### config.mk
export PLATFORM = sky130hd
export DESIGN_NAME = writeback_stage
export DESIGN_NICKNAME = d
export VERILOG_FILES = /design/src/rtl/writeback_stage_pkg.sv /design/src/rtl/writeback_stage_load_extend.sv /design/src/rtl/writeback_stage.sv
export SDC_FILE = /design/constraint.sdc
export NUM_CORES = 1
export LEC_CHECK = 0
export CORE_ASPECT_RATIO = 1.75
export CORE_MARGIN = 2
export CORE_UTILIZATION = 48
export CTS_CLUSTER_DIAMETER = 150
export DETAILED_ROUTE_END_ITERATION = 10
export PLACE_DENSITY = 0.8
export SETUP_SLACK_MARGIN = 0.02
export SLEW_MARGIN = 20
export SYNTH_ARGS = -nofsm -noshare
export SYNTH_HDL_FRONTEND = slang
export SYNTH_HIERARCHICAL = 1
export SYNTH_SLANG_ARGS = --single-unit
### constraint.sdc
create_clock -name clk -period 2.36 [get_ports clk]
set_input_delay 0.708 -clock clk [delete_from_list [all_inputs] [get_ports clk]]
set_output_delay 0.708 -clock clk [all_outputs]
set_load 0.02 [all_outputs]
### src/rtl/writeback_stage_pkg.sv
// writeback_stage_pkg: shared widths and encodings for the writeback stage.
package writeback_stage_pkg;
    localparam int WB_DATA_W = 32;
    localparam int WB_ADDR_W = 5;
    typedef enum logic [1:0] {WB_ALU = 2'b00, WB_MEM = 2'b01, WB_LINK = 2'b10} wb_sel_e;
    typedef enum logic [1:0] {LD_B = 2'b00, LD_H = 2'b01, LD_W = 2'b10} ld_size_e;
endpackage

### src/rtl/writeback_stage_load_extend.sv
// load_extend: selects the byte/halfword lane of a loaded word and zero- or sign-extends it.
module load_extend
    import writeback_stage_pkg::*;
#(
    parameter int DATA_W = WB_DATA_W
) (
    input  logic [DATA_W-1:0] mem_data,
    input  logic [1:0]        ld_size,
    input  logic              ld_signed,
    input  logic [1:0]        addr_lo,
    output logic [DATA_W-1:0] data_out
);
    logic [7:0]  b;
    logic [15:0] h;
    assign b = mem_data[{addr_lo, 3'b000} +: 8];
    assign h = mem_data[{addr_lo[1], 4'b0000} +: 16];
    always_comb begin
        data_out = ld_size == LD_B ? {{(DATA_W-8){ld_signed & b[7]}}, b} :
                   ld_size == LD_H ? {{(DATA_W-16){ld_signed & h[15]}}, h} : mem_data;
    end
endmodule

### src/rtl/writeback_stage.sv
// writeback_stage: registers the MEM-stage result and drives the register-file write port.
// Optional WB_BYPASS_EN adds combinational forwarding of the write port to two read ports.
module writeback_stage
    import writeback_stage_pkg::*;
#(
    parameter int DATA_W = WB_DATA_W,
    parameter int ADDR_W = WB_ADDR_W
) (
    input  logic              clk,
    input  logic              reset,
    input  logic              stall,
    input  logic              flush,
    input  logic [DATA_W-1:0] alu_result,
    input  logic [DATA_W-1:0] mem_data,
    input  logic [DATA_W-1:0] link_pc,
    input  logic [ADDR_W-1:0] rd,
    input  logic              rf_le_in,
    input  logic [1:0]        wb_sel,
    input  logic [1:0]        ld_size,
    input  logic              ld_signed,
    input  logic [1:0]        addr_lo,
    output logic [DATA_W-1:0] PW,
    output logic [ADDR_W-1:0] RW,
    output logic              LE,
    output logic              wb_valid
`ifdef WB_BYPASS_EN
    ,
    input  logic [ADDR_W-1:0] RA,
    input  logic [ADDR_W-1:0] RB,
    input  logic [DATA_W-1:0] PA_rf,
    input  logic [DATA_W-1:0] PB_rf,
    output logic [DATA_W-1:0] PA_fwd,
    output logic [DATA_W-1:0] PB_fwd
`endif
);
    logic [DATA_W-1:0] alu_q, mem_q, link_q, ext;
    logic [ADDR_W-1:0] rd_q;
    logic              le_q, signed_q, valid_q;
    logic [1:0]        sel_q, size_q, lo_q;
    // A bubble is the all-zero entry, so flush and reset share one clear path.
    always_ff @(posedge clk) begin
        if (reset || flush) begin
            alu_q    <= '0;
            mem_q    <= '0;
            link_q   <= '0;
            rd_q     <= '0;
            le_q     <= 1'b0;
            sel_q    <= 2'b00;
            size_q   <= 2'b00;
            signed_q <= 1'b0;
            lo_q     <= 2'b00;
            valid_q  <= 1'b0;
        end else if (!stall) begin
            alu_q    <= alu_result;
            mem_q    <= mem_data;
            link_q   <= link_pc;
            rd_q     <= rd;
            le_q     <= rf_le_in;
            sel_q    <= wb_sel;
            size_q   <= ld_size;
            signed_q <= ld_signed;
            lo_q     <= addr_lo;
            valid_q  <= 1'b1;
        end
    end
    load_extend #(.DATA_W(DATA_W)) u_ext (
        .mem_data (mem_q),
        .ld_size  (size_q),
        .ld_signed(signed_q),
        .addr_lo  (lo_q),
        .data_out (ext)
    );
    always_comb begin
        PW = sel_q == WB_ALU  ? alu_q :
             sel_q == WB_MEM  ? ext :
             sel_q == WB_LINK ? link_q : '0;
    end
    assign RW       = rd_q;
    assign wb_valid = valid_q;
    assign LE       = valid_q & le_q & (rd_q != '0) & (sel_q != 2'b11);
`ifdef WB_BYPASS_EN
    assign PA_fwd = (LE && RW == RA) ? PW : PA_rf;
    assign PB_fwd = (LE && RW == RB) ? PW : PB_rf;
`endif
endmodule

### Word level (Yosys, flattened, before mapping)

Index checks and enable logic that the tools add are counted.

| word-level totals | value |
|---|---|
| bits of input ports | 113 |
| word-level logic and storage cells | 30 |
| output and inout bits | 39 |
| register bits after elaboration | 110 |

| operators by class | value |
|---|---|
| mux-type cells | 5 |
| bitwise logic cells | 5 |
| equality and inequality tests | 4 |
| reduce and logical (&&, ||, !) cells | 4 |
| shifts and indexed selects | 2 |

Operator list:

| cell | number |
|---|---|
| two-way mux 32 bit | 5 |
| variable part select 32 x 6 -> 16 bit | 1 |
| variable part select 32 x 6 -> 8 bit | 1 |
| AND 1 bit | 5 |
| nonzero test 5 bit | 1 |
| equality test 2 x 1 -> 1 bit, second input constant | 2 |
| zero test 2 bit | 2 |
| equality test 2 bit, second input constant | 1 |
| inequality test 2 bit, second input constant | 1 |
| logical OR 1 bit | 1 |

### Depth between registers and ports, before layout

Gate-level depths: netlist of the first run.

| logic depth | value |
|---|---|
| word-level depth | 6 |
| depth in mapped cells | 7 |
| depth with buffers taken out | 5 |

### Cells and area by module

The synthesis of the first run kept the hierarchy.

By module, submodules not included:

| module | cells each | sequential area each (µm²) | area each (µm²) | instances |
|---|---|---|---|---|
| writeback_stage | 435 | 2202.1 | 4535.6 | 1 |
| load_extend | 135 | 0.0 | 939.7 | 1 |

### Worst setup path before layout of the first run

Ideal clock, no wire load.

| timing | value |
|---|---|
| kind | register -> output |
| from | register lo_q[0] |
| to | output PW[19] |
| arrival time | 1615 ps |
| cell stages (with the launch flop) | 8 |
| path buffers | 2 |
| slack | 37 ps |
| data required time | 1652 ps |
| cell sequence | dfxtp_1 > buf_6 > mux4_2 > nand3_2 > buf_6 > o21ai_0 > mux2i_1 > o2bb2ai_1 |

| between the ends | value |
|---|---|
| cells in the longest elaborated chain, start to end | 5 |

RTL lines:

| what | RTL line | source |
|---|---|---|
| start, declared | writeback_stage.sv:39 | `logic [1:0] sel_q, size_q, lo_q;` |
| start signal, assigned | writeback_stage.sv:62 | `lo_q <= addr_lo;` |
| variable part select 32 x 6 -> 8 bit | writeback_stage_load_extend.sv:15 | `assign b = mem_data[{addr_lo, 3'b000} +: 8];` |
| AND 1 bit | writeback_stage_load_extend.sv:18 | `data_out = ld_size == LD_B ? {{(DATA_W-8){ld_signed & b[7]}}, b} :` |
| two-way mux 32 bit | writeback_stage_load_extend.sv:18 |  |
| named net ext[19] | writeback_stage.sv:36 | `logic [DATA_W-1:0] alu_q, mem_q, link_q, ext;` |
| two-way mux 32 bit | writeback_stage.sv:75 | `sel_q == WB_MEM ? ext :` |
| two-way mux 32 bit | writeback_stage.sv:74 | `PW = sel_q == WB_ALU ? alu_q :` |
| end, declared | writeback_stage.sv:22 | `output logic [DATA_W-1:0] PW,` |

The timed path passes the listed nets, and every way through them passes these cells.

### Final worst setup path of the first run

| timing | value |
|---|---|
| from | register lo_q[0] |
| to | output PW[29] |

The elaborated chain is that of the path after synthesis.

==> metrics.cfg, run 1 <==
[critical_path]
r2r_cells = 4
crit_buf_inv = 2
r2r_end = size_q[1]
cp_cell_sequence = mux4_2 > nand3_4 > buf_6 > o21ai_1 > mux2i_1 > o2bb2ai_1 > buf_2
cpMaxStageDelayCell = mux4_2
worstPathArrival_ns = 2.09
cp.required_ns = 1.65
endpoint_kind = output pin
slowest_delay_ns = 0.55
crit_type = reg2out
worstReg2RegStart = size_q[1]
startpoint_type = flop
path_delay_family = multiplexers
critPathMaxFanout = 10
r2r_slack_ns = 1.36

[synthesis]
synth.distinct_cells = 30
avgSynthCellArea_um2 = 9.606
yosys-top-cells-area = dfxtp_1, mux2i_1, nor2_1
synth.most_common_cell = mux2i_1
ys_warn_count = 6
synth_top_area_share = 0.4022
syn-num-nets = 683
syn_inst = 570
syn_area_um2 = 5475
synth_edf_count = 0
ys_top_cells_by_count = mux2i_1, nor2_1, dfxtp_1
synth-seq-cells = 110
yosysTopAreaCell = dfxtp_1
ys.flop_type = dfxtp_1
synth-async-reset-ratio = 0
synth-seq-area-share = 0.4022

[run]
maxCapViolCount = 0

[floorplanning]
start_util = 0.4931
die_area_um2 = 12310
die_y_um = 145.3
std_cell_rows = 51
core-area_um2 = 11100
die_w_um = 84.74
io-pin-count = 152

[cells_and_area]
final_net_count = 868
fin_util = 0.7057
area_delta_synth_final_pct = 43.10
drive_above_1_share = 0.2058
fin_area_um2 = 7835
final_cells = 893

[worst_hold_path]
worstHoldStart = wb_valid
hold_class = reg2reg
holdPathEnd = wb_valid
whs_path_depth = 2

[timing]
rsz0062_at_grt = true
hold_viol = 0
fin_crit_sh = 1.187
hold_slack_ns = 0.4889
fin_worst_skew_ns = 0
fin_ws_ns = -0.4425
fin_crit_ns = 2.802
slew_headroom = 0.7430
worstMarginPinSlew_ns = 0.3855
setup_violations = 32
maxSlewViolCount = 0
fmax_mhz = 356.8
tns_ns = -11.37

[pwr]
power.density_nw_per_um2 = 543.2
irDropWorstVdd_mv = 0.4047
power_mw = 4.256
power_leakage_nw = 3.427

[global_routing]
grt_pass1_vias = 5117
grt_max_degree = 74
gr-total-overflow = 0
track_usage = 0.2578
grt_pass1_wl_mm = 25.16
antenna_found_initial = 3

[place]
place.gp.congestion = 0.8671
dpl.hpwl_mm = 11.69
post-place-cells = 873
dp_slack_ns = -0.5007
placed_area_um2 = 7552
portBuffers = 151

[route]
wirelength_mm = 15.81
drc = 0
vias = 4877
routedWlPerCell_um = 17.71
viasPerCell = 5.461
antenna_left = 0
drt-pass1-iter-count = 4
drtIter0Drc = 277

[cts]
clock_sinks = 110
root_buffer = clkbuf_16
htreeDepth = 3
clock_tree.buffer_depth = 2
cts.reportedPaths.clkPinSlew_ns = 0.07
clk_latency_ns = 0.35
cts_tree = built
numCtsBuffers = 9

[status]
status = finished, violations left
violations = setup timing

logic make-up (layout without fill, tap and decap cells):
logic type | count (synthesis) | after routing | synth area share
and+or+nand+nor | 181 | 181 | 0.1515
muxes | 150 | 150 | 0.2934
DFF | 110 | 110 | 0.4022
AOI/OAI and AO/OA | 75 | 75 | 0.09986
buffers and inverters | 54 | 242 | 0.05302
other | 0 | 3 | 0
cell type report:
cell class | instances | area, µm²
diodes | 3 | 7.507
repair buffers | 226 | 2083
inverters | 2 | 7.507
multi-input cells | 406 | 3057
flip-flops and latches | 110 | 2212
clock inverters | 4 | 73.82
fillers | 864 | 3268
well taps | 132 | 165.2
clock buffers | 10 | 229.0
worst reg2reg max path, cell delays in order, from the launching register on:
cell and delay, ns:
dfxtp_1 0.34, buf_4 0.16, buf_4 0.17, mux2i_1 0.14
nor2_1 0.06
registers in the layout (all words and copies together), names as in the netlist:
signal    count
signed_q      1
link_q       32
lo_q          2
wb_valid      1
RW            5
mem_q        32
sel_q         2
alu_q        32
size_q        2
le_q          1
placed cells by master (no fill, tap or decap), drive strengths merged, types with 3 or more instances in the layout:
cell type	n
and3b	8
mux2i	141
mux4	8
dfxtp	110
nand2	10
buf	108
o21ai	23
nor2	118
o22ai	9
nand3	9
nor2b	32
a211oi	7
clkbuf	10
diode	3
o2bb2ai	31
clkdlybuf4s50	117
report_power, final:
group	internal (mW)	total [mW]	switching [mW]
combinational	0.410	0.715	0.305
clock	0.919	1.58	0.662
sequential	1.92	1.96	0.0436
worst max-delay path by stage:
stage,from,end,slack [ns],cells after the start
global route,lo_q[0],PW[29],-0.52,7
detailed placement,lo_q[0],PW[2],-0.50,7
global placement,lo_q[0],PW[15],-0.44,7
CTS,lo_q[0],PW[29],-0.45,7
finish,lo_q[0],PW[29],-0.44,7
floorplan,lo_q[0],PW[19],0.04,7
per-layer routing:
layer	wire length, µm	up-vias	global-route usage
li1	-	2374	-
met1	5654	2313	0.2821
met2	8682	141	0.4598
met3	653	49	0.03470
met4	823	0	0.1556
met5	0	-	0
repair_timing:
action	4_1_cts	5_1_grt
pin swaps	6	1
resized for setup	157	7
buffers inserted	3	0
hold buffers	0	0
setup endpoints to repair	33	33
(Power assumes the default switching activity.)
==> run 2: changes to the inputs <==
Settings changed: PLACE_DENSITY 0.8 to 0.83.
==> metrics.cfg, run 2 (synthesis gave the netlist of run 1 again) <==
[status]
status = finished, violations left
violations = setup timing

[timing]
slew_headroom = 0.7422  ; -0.0007720
fin_ws_ns = -0.4767  ; -0.03428 ns
worstMarginPinSlew_ns = 0.3867  ; +0.001158 ns
fin_crit_sh = 1.202  ; +0.01452
fin_worst_skew_ns = 0  ; unchanged
setup_violations = 32  ; unchanged
hold_viol = 0  ; unchanged
fmax_mhz = 352.5  ; -1.2%
rsz0062_at_grt = true
maxSlewViolCount = 0  ; unchanged
fin_crit_ns = 2.837  ; +0.03428 ns

[critical_path]
critPathMaxFanout = 7  ; -3
crit_type = reg2out
cp.required_ns = 1.65  ; about the same
startpoint_type = flop
worstPathArrival_ns = 2.13  ; +0.04 ns
endpoint_kind = output pin

[global_routing]
grt_max_degree = 43  ; -42%
antenna_found_initial = 1  ; -2
track_usage = 0.2636  ; +0.005850
gr-total-overflow = 0  ; unchanged
grt_pass1_vias = 5117  ; unchanged
grt_pass1_wl_mm = 25.76  ; +2.4%

[floorplanning]
die_y_um = 145.3  ; unchanged
core-area_um2 = 11100  ; unchanged
start_util = 0.4931  ; unchanged
io-pin-count = 152  ; unchanged
die_w_um = 84.74  ; unchanged
die_area_um2 = 12310  ; unchanged
std_cell_rows = 51  ; unchanged

[pwr]
combPwrFrac = 0.172  ; +0.004
clockPowerShare = 0.370  ; about the same
swShare = 0.2533  ; +0.01595
power_leakage_nw = 3.461  ; +1.0%
power.density_nw_per_um2 = 537.4  ; -1.1%
irDropWorstVdd_mv = 0.5339  ; +32%
seqPwrFrac = 0.458  ; -0.003
power_mw = 4.284  ; +0.66%
p_sw_mw = 1.085  ; +7.4%
internal_power_mw = 3.199  ; -1.4%

[cells_and_area]
area_delta_synth_final_pct = 45.59
mostFrequentLayoutCell = mux2i_1
fillers = 805  ; -6.8%
final_net_count = 867  ; -0.12%
largestRegisters = alu_q (32), link_q (32), mem_q (32)
mostFrequentLayoutCells = mux2i_1, clkdlybuf4s50_1, nor2_1
drive_above_1_share = 0.2306  ; +0.02476
fin_area_um2 = 7971  ; +1.7%

[route]
viasPerCell = 5.667  ; +3.8%
antenna_left = 0  ; unchanged
vias = 5055  ; +3.6%
wirelength_mm = 16.49  ; +4.3%
drtIter0Drc = 293  ; +5.8%
routedWlPerCell_um = 18.49  ; +4.4%
drt-pass1-iter-count = 5  ; +1
drc = 0  ; unchanged

[place]
dpl.hpwl_mm = 11.70  ; about the same
portBuffers = 151  ; unchanged
place.gp.congestion = 0.8936  ; +3.1%
placed_area_um2 = 7497  ; -0.73%

[cts]
postCtsHoldBufs = 0  ; unchanged
clock_sinks = 110  ; unchanged
cts_tree = built
htreeDepth = 3  ; unchanged
clk_latency_ns = 0.35  ; about the same
clock_tree.buffer_depth = 2  ; unchanged
cts.reportedPaths.clkPinSlew_ns = 0.07  ; about the same
root_buffer = clkbuf_16
numCtsBuffers = 9  ; unchanged

[worst_hold_path]
hold_class = reg2reg

[run]
maxCapViolCount = 0  ; unchanged

## run 2: cell count changes in the layout (fill, tap and decap cells not counted), sizes merged
| cell | change |
|---|---|
| clkdlybuf4s15 | -1 |
| bufinv | -1 |
| clkinvlp | +1 |
| diode | -2 |
| inv | +2 |
## run 2: layout make-up
cell class	instances	area, µm²	share of cell area
flip-flops and latches	110	2210	0.2772
well taps	132	165.2	0.02072
repair buffers	225	2133	0.2676
inverters	2	7.507	0.0009418
clock buffers	10	239.0	0.02998
diodes	1	2.502	0.0003139
multi-input cells	406	3146	0.3946
clock inverters	6	68.82	0.008633
## run 2: what timing repair did
| action | CTS | global route |
|---|---|---|
| gates cloned | 2 | 0 |
| pin swaps | 25 | 15 |
| buffers inserted | 3 | 1 |
| gates resized for setup | 202 | 27 |
| setup endpoints to repair | 33 | 33 |
## run 2: worst paths after layout
kind | start | to | slack, ns | cells past startpoint
setup reg to reg | size_q[0] | size_q[0] | 1.35 | 3
hold / removal | wb_valid | wb_valid | 0.48 | 2
hold reg to reg | wb_valid | wb_valid | 0.48 | 2
setup / recovery | lo_q[0] | PW[13] | -0.48 | 7
## run 2: power groups by stage
| stage | Sequential (mW) | Combinational, mW | Clock, mW |
|---|---|---|---|
| 2_1_floorplan | 1.99 | 0.351 | 0 |
| 4_1_cts | 1.96 | 0.721 | 1.60 |
| 6_report | 1.96 | 0.737 | 1.58 |
| 3_5_place_dp | 2.00 | 0.708 | 0 |
| 3_3_place_gp | 2.00 | 0.690 | 0 |
| 5_1_grt | 1.97 | 0.783 | 1.68 |
## run 2: worst max-delay path: stages (launching register included)
cell and delay (ns):
dfxtp_2 0.36, mux4_2 0.56, nand3_4 0.18, buf_6 0.15, nand3_2 0.06, mux2i_1 0.16
o2bb2ai_1 0.11, buf_4 0.19
## run 2: metrics by stage
stage                     setup WS (ns)  TNS, ns  hold slack, ns    util  cells
after floorplan                 0.03740        0          0.4578       -    570
after global placement          -0.4573   -12.24          0.4639  0.6752    869
after detailed placement        -0.5097   -13.40          0.4650  0.6752    869
after CTS                       -0.4490   -12.56          0.4758  0.7090    890
after global routing            -0.5498   -15.21          0.4908  0.7179    892
final                           -0.4767   -12.57          0.4752  0.7179    892
## run 2: per-layer routing
layer,wire length [µm],GRT usage
met1,6019,0.2811
met2,8999,0.4791
met3,873,0.05063
met4,599,0.1365
met5,0,0
